`config.mk`:
```
export PLATFORM = sky130hd
export DESIGN_NAME = cam_pixel_capture
export DESIGN_NICKNAME = d
export VERILOG_FILES = /design/src/rtl/cam_pkg.sv /design/src/rtl/cam_sync_edge.sv /design/src/rtl/cam_pixel_capture.sv
export SDC_FILE = /design/constraint.sdc
export NUM_CORES = 1
export LEC_CHECK = 0
export BUFFER_PORTS_ARGS = -buffer_cell sky130_fd_sc_hd__buf_4
export CAP_MARGIN = 40
export CORE_ASPECT_RATIO = 0.6
export CORE_MARGIN = 4
export CORE_UTILIZATION = 30
export DETAILED_ROUTE_END_ITERATION = 6
export MAX_ROUTING_LAYER = met4
export SLEW_MARGIN = 25
export SYNTH_ARGS = -nofsm -noshare
export SYNTH_HDL_FRONTEND = slang
export SYNTH_HIERARCHICAL = 1
export SYNTH_SLANG_ARGS = --single-unit
```
`constraint.sdc`:
```
create_clock -name Pclk -period 2.05 [get_ports Pclk]
set_input_delay 0.1025 -clock Pclk [delete_from_list [all_inputs] [get_ports Pclk]]
set_output_delay 0.1025 -clock Pclk [all_outputs]
set_load 0.02 [all_outputs]
```
`src/rtl/cam_pkg.sv`:
```
// cam_pkg: capture FSM encoding, default frame geometry and the RGB565 -> RGB332
// packing shared by the OV7670 pixel-capture stage.
package cam_pkg;

  typedef enum logic [1:0] {
    ST_IDLE    = 2'd0,
    ST_WAIT_VS = 2'd1,
    ST_CAPTURE = 2'd2,
    ST_DONE    = 2'd3
  } cam_state_e;

  localparam int H_PIX_DEF   = 160;
  localparam int V_LINES_DEF = 120;
  localparam int FRAME_PIX   = H_PIX_DEF * V_LINES_DEF;

  // hi = {R[4:0],G[5:3]}, lo = {G[2:0],B[4:0]}; keep the top bits of each channel
  function automatic logic [7:0] rgb565_to_332(input logic [7:0] hi, input logic [7:0] lo);
    return {hi[7:5], hi[2:0], lo[4:3]};
  endfunction

endpackage

```
`src/rtl/cam_sync_edge.sv`:
```
// cam_sync_edge: registers camera Vsyn/Href once and derives one-cycle
// rise/fall pulses from the registered copies.
module cam_sync_edge (
  input  logic i_clk,
  input  logic i_rst_n,
  input  logic i_vsyn,
  input  logic i_href,
  output logic o_vs_rise,
  output logic o_vs_fall,
  output logic o_href_fall
);

  logic r_vs;
  logic r_vs_d;
  logic r_href;
  logic r_href_d;

  // Input register plus one cycle of history for edge detection
  always_ff @(posedge i_clk or negedge i_rst_n) begin
    if (!i_rst_n) begin
      r_vs     <= 1'b0;
      r_vs_d   <= 1'b0;
      r_href   <= 1'b0;
      r_href_d <= 1'b0;
    end else begin
      r_vs     <= i_vsyn;
      r_vs_d   <= r_vs;
      r_href   <= i_href;
      r_href_d <= r_href;
    end
  end

  assign o_vs_rise   = r_vs & ~r_vs_d;
  assign o_vs_fall   = ~r_vs & r_vs_d;
  assign o_href_fall = ~r_href & r_href_d;

endmodule

```
`src/rtl/cam_pixel_capture.sv`:
```
// cam_pixel_capture: frames OV7670 RGB565 byte pairs into RGB332 frame-buffer writes.
// Optional 2:1 decimation in both axes when CAM_DECIMATE_EN is defined.
module cam_pixel_capture
  import cam_pkg::*;
#(
  parameter int H_PIX   = H_PIX_DEF,
  parameter int V_LINES = V_LINES_DEF,
  parameter int AW      = 15
) (
  input  logic          Pclk,
  input  logic          rst,
  input  logic          capture_en,
  input  logic          Vsyn,
  input  logic          Href,
  input  logic [7:0]    data,
  output logic [7:0]    px_data,
  output logic [AW-1:0] px_addr,
  output logic          px_we,
  output logic          frame_done,
  output logic          frame_ok,
  output logic          busy
);

  localparam int          FRAME_INT = H_PIX * V_LINES;
  localparam logic [AW:0] FRAME_N   = FRAME_INT[AW:0];

  cam_state_e    r_state;
  logic          r_phase;
  logic [7:0]    r_hi;
  logic [AW:0]   r_pix_cnt;
  logic [9:0]    r_line_cnt;
  logic          r_err;
  logic          r_vs_pend;
  logic [7:0]    r_px_data;
  logic [AW-1:0] r_px_addr;
  logic          r_px_we;
  logic          r_frame_done;
  logic          r_frame_ok;
  logic          r_busy;

  logic w_vs_rise;
  logic w_vs_fall;
  logic w_href_fall;
  logic w_form;
  logic w_keep;

  cam_sync_edge u_sync (
    .i_clk       (Pclk),
    .i_rst_n     (rst),
    .i_vsyn      (Vsyn),
    .i_href      (Href),
    .o_vs_rise   (w_vs_rise),
    .o_vs_fall   (w_vs_fall),
    .o_href_fall (w_href_fall)
  );

`ifdef CAM_DECIMATE_EN
  logic r_col;
  assign w_keep = ~r_col & ~r_line_cnt[0];
`else
  assign w_keep = 1'b1;
`endif

  // A second byte arriving this cycle completes a pixel (written or dropped)
  assign w_form = Href & r_phase & ~r_vs_pend;

  // Capture FSM with pixel assembly and registered outputs
  always_ff @(posedge Pclk or negedge rst) begin
    if (!rst) begin
      r_state      <= ST_IDLE;
      r_phase      <= 1'b0;
      r_hi         <= 8'd0;
      r_pix_cnt    <= '0;
      r_line_cnt   <= 10'd0;
      r_err        <= 1'b0;
      r_vs_pend    <= 1'b0;
      r_px_data    <= 8'd0;
      r_px_addr    <= '0;
      r_px_we      <= 1'b0;
      r_frame_done <= 1'b0;
      r_frame_ok   <= 1'b0;
      r_busy       <= 1'b0;
`ifdef CAM_DECIMATE_EN
      r_col        <= 1'b0;
`endif
    end else begin
      r_px_we      <= 1'b0;
      r_frame_done <= 1'b0;
      case (r_state)
        ST_IDLE: begin
          r_busy <= capture_en;
          if (capture_en) begin
            r_state <= ST_WAIT_VS;
          end
        end
        ST_WAIT_VS: begin
          if (!capture_en) begin
            r_state <= ST_IDLE;
            r_busy  <= 1'b0;
          end else if (w_vs_fall) begin
            r_state    <= ST_CAPTURE;
            r_px_addr  <= '0;
            r_pix_cnt  <= '0;
            r_line_cnt <= 10'd0;
            r_err      <= 1'b0;
            r_phase    <= 1'b0;
            r_vs_pend  <= 1'b0;
`ifdef CAM_DECIMATE_EN
            r_col      <= 1'b0;
`endif
          end
        end
        ST_CAPTURE: begin
          if (Href && !r_vs_pend) begin
            if (!r_phase) begin
              r_hi    <= data;
              r_phase <= 1'b1;
            end else begin
              r_phase <= 1'b0;
`ifdef CAM_DECIMATE_EN
              r_col   <= ~r_col;
`endif
              if (w_keep) begin
                if (r_pix_cnt < FRAME_N) begin
                  r_px_data <= rgb565_to_332(r_hi, data);
                  r_px_addr <= r_pix_cnt[AW-1:0];
                  r_px_we   <= 1'b1;
                  r_pix_cnt <= r_pix_cnt + {{AW{1'b0}}, 1'b1};
                end else begin
                  r_err <= 1'b1;
                end
              end
            end
          end else if (w_href_fall) begin
            r_phase    <= 1'b0;
            r_line_cnt <= r_line_cnt + 10'd1;
`ifdef CAM_DECIMATE_EN
            r_col      <= 1'b0;
`endif
            if (r_phase) begin
              r_err <= 1'b1;
            end
          end
          // A pixel completing alongside the Vsyn rise is finished before DONE
          if (w_vs_rise || r_vs_pend) begin
            if (w_form) begin
              r_vs_pend <= 1'b1;
            end else begin
              r_vs_pend    <= 1'b0;
              r_state      <= ST_DONE;
              r_busy       <= 1'b0;
              r_frame_done <= 1'b1;
              r_frame_ok   <= (r_pix_cnt == FRAME_N) && !r_err && !(w_href_fall && r_phase);
            end
          end
        end
        ST_DONE: begin
          r_busy <= capture_en;
          if (capture_en) begin
            r_state <= ST_WAIT_VS;
          end else begin
            r_state <= ST_IDLE;
          end
        end
        default: begin
          r_state <= ST_IDLE;
          r_busy  <= 1'b0;
        end
      endcase
    end
  end

  assign px_data    = r_px_data;
  assign px_addr    = r_px_addr;
  assign px_we      = r_px_we;
  assign frame_done = r_frame_done;
  assign frame_ok   = r_frame_ok;
  assign busy       = r_busy;

endmodule
```
==> results.md, run 1 <==
* Distinct cells, synth at 46
* Largest net degree at the start of global routing at 59
* WL final at 7880 um
* Initial antenna violation count at 0
* Max-slew headroom at 0.701
* Mean number of vias per cell at about 4.9
* Crit-path max FO at 10
* Top post-synthesis cells by area: dfrtp_1, nand2_1, mux2_2
* Most frequent cells in the layout: buf_4, dfrtp_1, nand2_1
* Least-Margin Pin Slew at 0.444 ns
* Leakage at 0.00190 uW
* Die H at between 80 and 90 um
* Mapped cell area at 2880 sq um
* GRT Residual Overflow at 0
* Post-synthesis adder-cell area fraction at 0.0304
* Final-stage net count at 380
* Crit Path Class: flip-flop to flip-flop
* Hold Fails Final Rpt at 0
* DRC violation count after routing at 0
* Share of cells above drive strength 1 at 0.318
* Via count at 2450
* DP Area at 3510 sq um
* Post-synth ARST share at 1.00
* Global-route wire length before repair at between 10000 and 15000 um
* # IOs at 40
* Post-synthesis sequential area ratio at 0.504
* RSZ-0062 raised after global routing: yes
* Mux share of post-synthesis cell area at 0.0578
* Max-slew violations at 0
* Final setup viols at 0
* Cells after synthesis at 280
* Fin cells at just under 500
* Antenna Cells at 0
* Post-placement cell count at 466
* Top_reg_cell synth: dfrtp_1
* Synth Area in XOR/XNOR at 0
* CP Cell Sequence: inv_2 > ha_4 > nand4bb_1 > a2111o_2 > buf_4 > clkbuf_16 > o211ai_1 > o21ai_1
* Period utilization at 0.977
* Die ar. at 11300 sq um
* Number of global-route vias before repair at 2441
* Most common cell after layout, fill and taps aside: buf_4
* CP Data Required Time at 2.26 ns
* # clock sinks at 58
* Worst setup EP type: flip-flop
* Iter 0 DRT Violations at 157
* Row count at 27
* Critical Path Start Type: flip-flop
* Antenna Violating Nets Remaining at 0
* Synthesis warning total at 6
* Synth Area per Inst at just over 10 sq um
* Fmax at about 0.5 GHz
* Initial core utilization at 0.311
* Max Cap Violations at 0
* Largest family of logic cells by synthesized area: simple AND/OR/NAND/NOR gates
* CTS max path bufs at 2
* Slowest stage delay, CP at 0.54 ns
* Worst path slowest cell: a2111o_2
* EDFF count, synth at 0
* Seq cells post-synth at 58
* CTS root buffer: clkbuf_16
* TritonCTS buffer count at 9
* Area delta synth->final at 40.1%
* GR Util All Layers at 0.149
* Final instance area at 4030 sq um
* Final min period at 2.00 ns
* Peak supply drop at approximately 0.38 mV
* Drt wl/cell at 15.9 um
* Core ar. at 9260 sq um
* Complex-gate fraction of the synthesized area at 0.175
* Final Skew at 0.00789 ns
* Detailed Routing Iterations Pass 1 at 4
* Htree depth at 3
* CTS tree: done
* Hold slack at 0.0119 ns
* Skew-Pair Late Insertion Delay at 0.33 ns
* Hold WC Path Type: input pin to flip-flop
* Leading area contributor after synthesis: dfrtp_1
* Port buffer count at 39
* Setup TNS Final at 0 ns
* Syn_nets at 300
* Status: completed
* Clock transition at the registers of the reported paths at 0.05 ns
* Die X at 134 um
* Synth top area share at 0.504
* Arrival @ worst endpoint at 2.21 ns
* GPL Wtd Cong at 0.880
* Simple-Gate Fraction of Synth Area at 0.180
* Power Dens Cells at 1090 nW/um^2
* DP Wirelength at 5460 um
-- synth_stat cells (2+ instances only) --
library cell,instances
a211oi_1,2
a21boi_0,4
a21o_1,4
a221o_1,5
a2bb2oi_1,3
a31oi_1,10
and2_1,7
and3_1,7
buf_6,5
clkbuf_1,10
dfrtp_1,58
ha_1,7
inv_1,12
mux2_2,9
mux2i_1,5
nand2_1,48
nand2b_1,5
nand3_1,8
nand3b_1,4
nor2_1,4
nor2b_1,3
nor3_1,6
nor4_1,4
o211ai_1,10
o21a_1,2
o21ai_0,9
o21ai_1,7
o31ai_1,3
or3_1,2
-- state kept, by name (all words and copies together) (netlist names), named ones only --
signal	flops
busy	1
u_sync/r_vs	1
r_state	1
px_addr	15
r_vs_pend	1
u_sync/r_href_d	1
u_sync/r_vs_d	1
px_we	1
r_err	1
px_data	8
r_phase	1
frame_ok	1
r_hi	6
frame_done	1
r_pix_cnt	16
u_sync/r_href	1
-- through the flow --
stage,utilization,setup WS [ns],total power (uW)
after global routing,0.436,-0.0294,4650
after detailed placement,0.379,-0.0249,2840
after CTS,0.418,0.0294,4390
after floorplan,-,0.00539,2240
final,0.436,0.0462,4400
after global placement,0.379,0.0576,2800
-- logic make-up after synthesis --
| group | after synthesis |
|---|---|
| AO/OA/AOI/OAI | 67 |
| adder cells (fa/ha/maj) | 7 |
| buffers and inverters | 29 |
| flip-flops | 58 |
| multiplexers | 15 |
| AND/OR/NAND/NOR | 104 |
-- worst max-delay path, delay by kind of cell, from the launching register on --
| kind | cells | cell delay [ns] |
|---|---|---|
| adders and majority gates | 1 | 0.13 |
| and+or+nand+nor | 1 | 0.12 |
| buffers and inverters | 3 | 0.44 |
| DFF | 1 | 0.38 |
| AOI/OAI and AO/OA | 3 | 0.81 |
-- routing by layer --
layer	track usage	routed length [um]	vias to the layer above
li1	-	-	1173
met1	0.213	4240	1210
met2	0.192	3140	62
met3	0.0506	432	5
met4	0.0573	72	0
met5	-	0	-
-- final cells by class --
class | instances | area [sq um]
Clock buffer | 14 | 264
Clock inverter | 2 | 35.0
Fill cell | 901 | 5220
Inverter | 13 | 51.3
Multi-Input combinational cell | 193 | 1330
Sequential cell | 58 | 1450
Tap cell | 130 | 163
Timing Repair Buffer | 85 | 744
-- path summary, 6_finish.rpt --
check	slack (ns)	cells after the start	to	startpoint
min in group asynchronous	0.16	2	frame_ok	rst
hold / removal	0.01	2	r_hi[0]	data[0]
hold reg to reg	0.38	0	u_sync/r_href_d	u_sync/r_href
setup / recovery	0.05	8	px_addr[8]	r_state[0]
max in group asynchronous	1.40	3	px_data[6]	rst
setup reg to reg	0.05	8	px_addr[8]	r_state[0]
-- power by group --
part           total [uW]  switching, uW  leakage (uW)  internal (uW)
combinational        1480            780      0.000971            700
clock                1500            492      0.000147           1000
sequential           1420            104      0.000782           1320
-- what timing repair did --
item / CTS / global route
endpoints found under the hold margin: 63 / 0
hold buffers: 6 / 0
gates resized for setup: 0 / 14
endpoints found under the setup margin: 2 / 19
buffers inserted: 0 / 5
gates cloned: 0 / 1
pin swaps: 1 / 4
Note: power is estimated with default switching activity, not from simulation.
==> inputs of run 2 (changes only) <==
MAX_ROUTING_LAYER = not set   (was met4)
==> results.md, run 2 (synthesis results as in run 1) <==
* Status: completed
* Max Cap Violations at 0
* Global-route wire length before repair at about 13000 um
* Leakage at between 0.0015 and 0.002 uW
* Final-stage net count at 380
* Hold slack at 0.0111 ns
* Period utilization at 0.976
* Final setup viols at 0
* Hold Path End: r_hi[0]
* Biggest register: r_pix_cnt
* Hold WC Path Type: input pin to flip-flop
* GRT Residual Overflow at 0
* Hold Fails Final Rpt at 0
* Hold_sp: data[0]
* Drt wl/cell at 15.8 um
* RSZ-0062 raised after global routing: yes
* # IOs at 40
* Most frequent cells in the layout: buf_4, dfrtp_1, nand2_1
* DRC violation count after routing at 0
* Initial core utilization at 0.311
* WL final at between 7000 and 8000 um
* Critical Path Start Type: flip-flop
* Clock transition at the registers of the reported paths at about 0.05 ns
* Least-Margin Pin Slew at roughly 0.43 ns
* Mean number of vias per cell at just under 5
* Number of global-route vias before repair at 2447
* Detailed Routing Iterations Pass 1 at 4
* Arrival @ worst endpoint at 2.21 ns
* Worst hold stages at 2
* Post-layout util at 0.436
* R2R cell count at 8
* GPL Wtd Cong at 0.866
* Die H at 83.9 um
* Max FFs per register at 16
* CTS root buffer: clkbuf_16
* Area delta synth->final at 40.1%
* Share of cells above drive strength 1 at 0.318
* Port buffer count at 39
* Crit Path Class: flip-flop to flip-flop
* Fillers at 901
* Via count at about 2.4k
* Worst r2r src: r_state[0]
* Crit-path max FO at 10
* Peak supply drop at roughly 0.38 mV
* Max-slew violations at 0
* Initial antenna violation count at 0
* DP Wirelength at 5460 um
* Max-slew headroom at 0.709
* Antenna Cells at 0
* CP Data Required Time at around 2.3 ns
* Skew-Pair Late Insertion Delay at 0.33 ns
* CTS tree: done
* Worst flop-to-flop path endpoint: px_addr[8]
* Antenna Violating Nets Remaining at 0
* Setup slack, reg-to-reg at ~0.05 ns
* Worst setup EP type: flip-flop
* Die X at 134 um
* Core ar. at 9260 sq um
* Row count at 27
* Iter 0 DRT Violations at 151
* Htree depth at 3
* Final min period at between 2 and 2.5 ns
* Die ar. at roughly 11000 sq um
* Final Skew at ~0.0084 ns
* Power Dens Cells at 1090 nW/um^2
* # clock sinks at 58
* CTS max path bufs at 2
* Most common cell after layout, fill and taps aside: buf_4
* GR Util All Layers at 0.145
* Fmax at roughly 0.50 GHz
* TritonCTS buffer count at 9
* Largest net degree at the start of global routing at 59
-- run 2: cell counts in the layout (fill, tap and decap cells not counted) --
Identical to the previous run, type by type.
-- run 2: cell type report --
cell class	count	area, sq um	share of cell area
flip-flops and latches	58	1450	0.360
well taps	130	163	0.0403
multi-input cells	193	1330	0.328
inverters	13	51.3	0.0127
clock inverters	2	35.0	0.00868
clock buffers	14	264	0.0654
repair buffers	85	744	0.185
-- run 2: through the flow --
stage	setup TNS [ns]	std cells	cell area [sq um]	power [uW]	worst slack (ns)
finish	0	495	4030	4400	0.0500
global route	-0.186	495	4030	4650	-0.0294
CTS	0	488	3870	4390	0.0294
detailed placement	-0.0249	466	3510	2840	-0.0249
global placement	0	466	3510	2800	0.0576
floorplan	0	280	2880	2240	0.00539
-- run 2: where the power goes --
part | switching (uW) | internal [uW] | total [uW]
combinational | 779 | 700 | 1480
clock | 495 | 1000 | 1500
sequential | 102 | 1320 | 1420
-- run 2: worst max-delay path by stage --
stage	endpoint	cells past startpoint	slack [ns]	startpoint
CTS	r_pix_cnt[3]	7	0.03	r_state[0]
global placement	r_pix_cnt[3]	7	0.06	r_state[0]
detailed placement	r_pix_cnt[3]	7	-0.02	r_state[0]
finish	px_addr[8]	8	0.05	r_state[0]
global route	px_addr[1]	8	-0.03	r_state[0]
floorplan	px_addr[10]	8	0.005	r_state[0]
-- run 2: what timing repair did --
action / CTS / global route
hold buffers: 6 / 0
resized for setup: 0 / 14
setup buffers: 0 / 5
cloned: 0 / 1
pin swaps: 1 / 4
endpoints found under the hold margin: 63 / 0
endpoints found under the setup margin: 2 / 19
-- run 2: worst max-delay path, stage by stage, from the launching register on --
cell       delay [ns]
dfrtp_1          0.38
inv_2            0.09
ha_4             0.13
nand4bb_1        0.12
a2111o_2         0.54
buf_4            0.20
clkbuf_16        0.16
o211ai_1         0.18
o21ai_1          0.08
-- run 2: layer usage --
metal  track usage  wire [um]  vias up
li1              -          -     1173
met4        0.0573        146        0
met5             0          0        -
met1         0.212       4100     1178
met3        0.0530        494       12
met2         0.191       3090       68
